<file path="src/rtl/inbox_fifo_if.sv">
// inbox_fifo_if: bundle of the inbox host/CPU signals.
//   master modport : host/loader and CPU side (drives strobes and write data)
//   slave modport  : the inbox itself (drives head word, status and flags)
// Signals:
//   wr_en, wr_data     host write strobe and data
//   rIn                CPU pop strobe
//   rewind, commit     replay controls
//   clear              flush pointers and flags
//   DIN                head word, 0 when empty
//   empty, full, count occupancy status
//   overflow/underflow sticky error flags
interface inbox_fifo_if #(
  parameter int DATA_W = 8,
  parameter int DEPTH  = 16
);
  localparam int ADDR_W = $clog2(DEPTH);

  logic              wr_en;
  logic [DATA_W-1:0] wr_data;
  logic              rIn;
  logic              rewind;
  logic              commit;
  logic              clear;
  logic [DATA_W-1:0] DIN;
  logic              empty;
  logic              full;
  logic [ADDR_W:0]   count;
  logic              overflow;
  logic              underflow;

  modport master (
    output wr_en, wr_data, rIn, rewind, commit, clear,
    input  DIN, empty, full, count, overflow, underflow
  );

  modport slave (
    input  wr_en, wr_data, rIn, rewind, commit, clear,
    output DIN, empty, full, count, overflow, underflow
  );
endinterface

</file>
<file path="src/rtl/inbox_fifo.sv">
// inbox_fifo: circular buffer filled by the host, drained one word per rIn
// pulse by the CPU. First-word fall-through: DIN always shows the head word
// (0 while empty). With REPLAY=1, popped words stay resident until commit,
// so rewind can replay them without reloading.
// Ports:
//   clk  : single clock, all state changes on its rising edge
//   rst  : synchronous active-high reset (pointers and flags only)
//   bus  : inbox_fifo_if.slave (strobes in; DIN/status/flags out)
// DEPTH must be a power of two and at least 2.
module inbox_fifo #(
  parameter int DATA_W = 8,
  parameter int DEPTH  = 16,
  parameter int REPLAY = 0
) (
  input logic         clk,
  input logic         rst,
  inbox_fifo_if.slave bus
);
  localparam int ADDR_W = $clog2(DEPTH);
  localparam int PTR_W  = ADDR_W + 1;
  localparam bit REPLAY_EN = (REPLAY != 0);
  localparam logic [PTR_W-1:0] PTR_ONE   = PTR_W'(1);
  localparam logic [PTR_W-1:0] PTR_DEPTH = PTR_W'(DEPTH);

  // Pointers carry one extra wrap bit so count/used distinguish full from empty.
  logic [PTR_W-1:0]  wr_ptr_reg, wr_ptr_next;
  logic [PTR_W-1:0]  rd_ptr_reg, rd_ptr_next;
  logic [PTR_W-1:0]  mark_ptr_reg, mark_ptr_next;
  logic              overflow_reg, overflow_next;
  logic              underflow_reg, underflow_next;

  logic [DATA_W-1:0] mem [DEPTH];

  logic [PTR_W-1:0]  count;
  logic [PTR_W-1:0]  used;
  logic              empty;
  logic              full;
  logic              wr_accept;

  // count = unread words; used = words still occupying storage (unread plus
  // replay-retained). Only used decides whether a write fits.
  assign count = wr_ptr_reg - rd_ptr_reg;
  assign used  = wr_ptr_reg - mark_ptr_reg;
  assign empty = (count == '0);
  assign full  = (used == PTR_DEPTH);

  // Full is the pre-edge value: a pop in the same cycle does not make room.
  assign wr_accept = bus.wr_en && !full && !bus.clear && !rst;

  always_comb begin
    wr_ptr_next    = wr_ptr_reg;
    rd_ptr_next    = rd_ptr_reg;
    mark_ptr_next  = mark_ptr_reg;
    overflow_next  = overflow_reg;
    underflow_next = underflow_reg;

    if (bus.clear) begin
      wr_ptr_next    = '0;
      rd_ptr_next    = '0;
      mark_ptr_next  = '0;
      overflow_next  = 1'b0;
      underflow_next = 1'b0;
    end else begin
      // Writes run alongside rewind/commit/pop.
      if (bus.wr_en) begin
        if (!full) begin
          wr_ptr_next = wr_ptr_reg + PTR_ONE;
        end else begin
          overflow_next = 1'b1;
        end
      end

      if (REPLAY_EN && bus.rewind) begin
        // Rewind wins over commit and swallows a same-cycle pop entirely.
        rd_ptr_next = mark_ptr_reg;
      end else begin
        // Commit uses the pre-pop read pointer; a same-cycle pop still happens.
        if (REPLAY_EN && bus.commit) begin
          mark_ptr_next = rd_ptr_reg;
        end
        if (bus.rIn) begin
          if (!empty) begin
            rd_ptr_next = rd_ptr_reg + PTR_ONE;
            // Without replay, consumed words are freed immediately.
            if (!REPLAY_EN) begin
              mark_ptr_next = rd_ptr_reg + PTR_ONE;
            end
          end else begin
            // Empty is pre-edge: a word landing this cycle does not satisfy it.
            underflow_next = 1'b1;
          end
        end
      end
    end
  end

  always_ff @(posedge clk) begin
    if (rst) begin
      wr_ptr_reg    <= '0;
      rd_ptr_reg    <= '0;
      mark_ptr_reg  <= '0;
      overflow_reg  <= 1'b0;
      underflow_reg <= 1'b0;
    end else begin
      wr_ptr_reg    <= wr_ptr_next;
      rd_ptr_reg    <= rd_ptr_next;
      mark_ptr_reg  <= mark_ptr_next;
      overflow_reg  <= overflow_next;
      underflow_reg <= underflow_next;
    end
  end

  // Storage is not reset; pointer reset alone makes old contents unreachable.
  always_ff @(posedge clk) begin
    if (wr_accept) begin
      mem[wr_ptr_reg[ADDR_W-1:0]] <= bus.wr_data;
    end
  end

  // Fall-through read: asynchronous lookup of the head, forced to 0 when empty.
  assign bus.DIN       = empty ? '0 : mem[rd_ptr_reg[ADDR_W-1:0]];
  assign bus.empty     = empty;
  assign bus.full      = full;
  assign bus.count     = count;
  assign bus.overflow  = overflow_reg;
  assign bus.underflow = underflow_reg;
endmodule

</file>
<file path="src/flat_wrapper.sv">
// flat-port wrapper written by rule: the top's interface ports become plain ports
module inbox_fifo_flat 
#(
  parameter int DATA_W = 8,
  parameter int DEPTH  = 16,
  parameter int REPLAY = 0
)
  (clk, rst, bus_wr_en, bus_wr_data, bus_rIn, bus_rewind, bus_commit, bus_clear, bus_DIN, bus_empty, bus_full, bus_count, bus_overflow, bus_underflow);
  inbox_fifo_if #(.DATA_W(DATA_W), .DEPTH(DEPTH)) bus_i ();
  input logic clk;
  input logic rst;
  input wire logic [$bits(bus_i.wr_en)-1:0] bus_wr_en;
  input wire logic [$bits(bus_i.wr_data)-1:0] bus_wr_data;
  input wire logic [$bits(bus_i.rIn)-1:0] bus_rIn;
  input wire logic [$bits(bus_i.rewind)-1:0] bus_rewind;
  input wire logic [$bits(bus_i.commit)-1:0] bus_commit;
  input wire logic [$bits(bus_i.clear)-1:0] bus_clear;
  output wire logic [$bits(bus_i.DIN)-1:0] bus_DIN;
  output wire logic [$bits(bus_i.empty)-1:0] bus_empty;
  output wire logic [$bits(bus_i.full)-1:0] bus_full;
  output wire logic [$bits(bus_i.count)-1:0] bus_count;
  output wire logic [$bits(bus_i.overflow)-1:0] bus_overflow;
  output wire logic [$bits(bus_i.underflow)-1:0] bus_underflow;
  assign bus_i.wr_en = bus_wr_en;
  assign bus_i.wr_data = bus_wr_data;
  assign bus_i.rIn = bus_rIn;
  assign bus_i.rewind = bus_rewind;
  assign bus_i.commit = bus_commit;
  assign bus_i.clear = bus_clear;
  assign bus_DIN = bus_i.DIN;
  assign bus_empty = bus_i.empty;
  assign bus_full = bus_i.full;
  assign bus_count = bus_i.count;
  assign bus_overflow = bus_i.overflow;
  assign bus_underflow = bus_i.underflow;
  inbox_fifo #(.DATA_W(DATA_W), .DEPTH(DEPTH), .REPLAY(REPLAY)) u_core (.clk(clk), .rst(rst), .bus(bus_i));
endmodule
</file>
<file path="config.mk">
export PLATFORM = sky130hd
export DESIGN_NAME = inbox_fifo_flat
export DESIGN_NICKNAME = d
export VERILOG_FILES = /design/src/rtl/inbox_fifo_if.sv /design/src/rtl/inbox_fifo.sv /design/src/flat_wrapper.sv
export SDC_FILE = /design/constraint.sdc
export NUM_CORES = 1
export LEC_CHECK = 0
export BUFFER_PORTS_ARGS = -buffer_cell sky130_fd_sc_hd__buf_2
export CAP_MARGIN = 15
export CORE_UTILIZATION = 53
export DETAILED_ROUTE_END_ITERATION = 10
export GPL_TIMING_DRIVEN = 0
export HOLD_SLACK_MARGIN = 0.08
export PLACE_DENSITY = 0.73
export SLEW_MARGIN = 30
export SYNTH_ARGS = -nofsm -noshare
export SYNTH_HDL_FRONTEND = slang
export SYNTH_SLANG_ARGS = --single-unit
</file>
<file path="constraint.sdc">
create_clock -name clk -period 2.7 [get_ports clk]
set_input_delay 0.675 -clock clk [delete_from_list [all_inputs] [get_ports clk]]
set_output_delay 0.675 -clock clk [all_outputs]
set_load 0.005 [all_outputs]
</file>
==> flow_metrics.tcl <==
set metrics [dict create \
    critPathLaunchType "register" \
    critPathArrivalTime_ps 2610 \
    cp.required_ps 2030 \
    violations "negative setup slack" \
    leakage_nw 2.364 \
    cp_cell_sequence "inv_4 > ha_4 > inv_2 > fa_2 > and3_4 > or3_4 > o2bb2a_4 > buf_12 > a211oi_2 > buf_2" \
    yosysWarnings 0 \
    synth_top_area_frac 0.6525 \
    rsz0062_at_grt "yes" \
    synth_area_leaders "edfxtp_1 65%, mux4_2 15%, dfxtp_1 5.4%" \
    initial_core_util 0.5434 \
    fill_cells 701 \
    vias_per_cell 6.110 \
    yosysMostFrequentCell "edfxtp_1" \
    power_density_nw_per_um2 679.1 \
    synth_edf_count 128 \
    peakVddDrop_mv 0.4793 \
    netlist_area_um2 5891 \
    async_flop_share 0 \
    hold_buffers 0 \
    drt_pass1_iterations 5 \
    cts_root_buf "clkbuf_8" \
    synth_area_per_cell_um2 19.00 \
    overflow 0 \
    max_stage_delay_ps 370 \
    track_usage 0.2392 \
    coreArea_um2 10840 \
    insertion_delay_ps 500 \
    wl_per_cell_um 23.90 \
    largest_reg_flops 128 \
    endpoint_kind "output port" \
    hold_viol 0 \
    grt_pass1_vias 3293 \
    synth_nets 335 \
    drc_errors 0 \
    synth.largest_area_cell "edfxtp_1" \
    synth-seq-cells 144 \
    status "complete, but fails checks" \
    cts.sinks 144 \
    htree_num_levels 4 \
    antennaDiodeCount 0 \
    die_w_um 107.4 \
    hp-class "primary input to register" \
    die_h_um 107.4 \
    drive_above_1_share 0.4234 \
    rrSetupSlack_ps -240 \
    vias 3208 \
    antenna_left 0 \
    cts_tree "built" \
    worst_hold_slack_ps 465.4 \
    worst_slew_pin_slew_ps 822.5 \
    path_class "register to output port" \
    grt_pass1_wl_um 19130 \
    dr_wl_met3_um 859 \
    drtIter0Drc 287 \
    antenna_found_initial 0 \
    worst_slack_ps -580.5 \
    slew_viol_final 0 \
    wl_um 12550 \
    min_period_ps 3281 \
    final_core_util 0.6601 \
    yosysSeqAreaShare 0.7069 \
    finClkSkew_ps 10.99 \
    cp_max_fo 5 \
    cts_buffers 17 \
    placementRows 38 \
    place_congestion 0.7852 \
    cts.clk_slew.worst_paths_ps 60 \
    netlist_top_cells_count "128 x edfxtp_1, 39 x mux4_2, 16 x dfxtp_1, 14 x and3_1" \
    port_buffers 29 \
    die-area_um2 11540 \
    worst_path_max_delay_cell "or3_4" \
    wl_met2_um 6459 \
    grt_max_degree 17 \
    dp_slack_ps -492.2 \
    drv_cap 0 \
    routed.top_layer "met4" \
    clock.fmax_mhz 304.8 \
    nets 398 \
    io_pins 32 \
    synth-main-ff-cell "edfxtp_1" \
    relSlewSlack 0.4509 \
    netlist_instances 310 \
    clock_path_buffers 2 \
    dp_hpwl_um 7345 \
    drt-met1-wl_um 4965 \
    fin_crit_sh 1.215 \
    synthToLayoutAreaGrowth_pct 21.47 \
    ys_types 42 \
    finalSetupViolCount 115 \
]
## repair_timing
| action | CTS | global route |
|---|---|---|
| endpoints found under the setup margin | 140 | 149 |
| resized for setup | 47 | 14 |
| gates cloned | 1 | 0 |
| pin swaps | 11 | 8 |
| buffers inserted | 14 | 3 |
## layout make-up
type | count | area (um^2) | area share
tap | 140 | 175.2 | 0.02448
timing repair buffer | 46 | 344.1 | 0.04809
inverter | 11 | 43.79 | 0.006120
clock buffer | 20 | 425.4 | 0.05945
sequential | 144 | 4174 | 0.5833
multi-input combinational | 142 | 1790 | 0.2502
clock inverter | 11 | 93.84 | 0.01311
buffer | 11 | 108.9 | 0.01521
## layer usage
| metal | vias up | track usage |
|---|---|---|
| met5 | - | 0 |
| met4 | 0 | 0.08415 |
| li1 | 1390 | - |
| met1 | 1643 | 0.3130 |
| met3 | 21 | 0.06780 |
| met2 | 154 | 0.3866 |
## path summary, 6_finish.rpt
check                           cells past startpoint                    to            startpoint
worst max register to register                     13      u_core.mem[4][5]  u_core.wr_ptr_reg[0]
worst min-delay path                                3  u_core.bus.underflow               bus_rIn
worst max-delay path                               10            bus_DIN[6]  u_core.wr_ptr_reg[0]
worst min register to register                      2  u_core.bus.underflow  u_core.bus.underflow
## per-stage QoR
step	cells	instance area, um^2	total power (W)	setup TNS (ps)
2_1_floorplan	310	5958	0.002662	0
3_3_place_gp	479	6279	0.002762	-43990
3_5_place_dp	479	6279	0.002770	-52440
4_1_cts	523	7092	0.004861	-18600
5_1_grt	525	7156	0.004994	-35890
6_report	525	7156	0.004859	-24900
## worst max-delay path: cells and delay by family, from the launching register on
kind / cells / cell delay [ps]
buf+inv: 4 / 390
flops: 1 / 350
fa+ha+maj: 2 / 480
compound gates: 2 / 310
simple gates: 2 / 560
## power breakdown
part | total, W | switching, W | internal [W]
Sequential | 0.00244 | 0.00000604 | 0.00243
Combinational | 0.000366 | 0.000179 | 0.000187
Clock | 0.00206 | 0.000849 | 0.00121
## logic make-up (layout without fill, tap and decap cells)
logic type,after synthesis,after routing,share of synthesized area
DFF,144,144,0.7069
adders and majority gates,10,10,0.02252
AOI/OAI and AO/OA,29,29,0.03314
muxes,41,41,0.1525
xor gates and xnor gates,3,3,0.005736
buffers and inverters,24,99,0.02103
and+or+nand+nor,59,59,0.05820
## layout by cell type (no fill, tap or decap), types with 4 or more instances in the layout
cell type | Yosys | routed
a21oi_1 | 10 | 7
and3_4 | 0 | 13
buf_12 | 0 | 4
buf_2 | 2 | 30
buf_4 | 0 | 11
clkbuf_1 | 3 | 4
clkbuf_16 | 0 | 16
clkinv_2 | 0 | 4
dfxtp_1 | 16 | 12
edfxtp_1 | 128 | 128
ha_1 | 9 | 7
inv_1 | 10 | 8
mux4_2 | 39 | 39
nand2_1 | 7 | 7
nor2_1 | 6 | 6
nor2b_1 | 8 | 8
o21ai_0 | 6 | 5
Note: power is estimated with default switching activity, not from simulation.
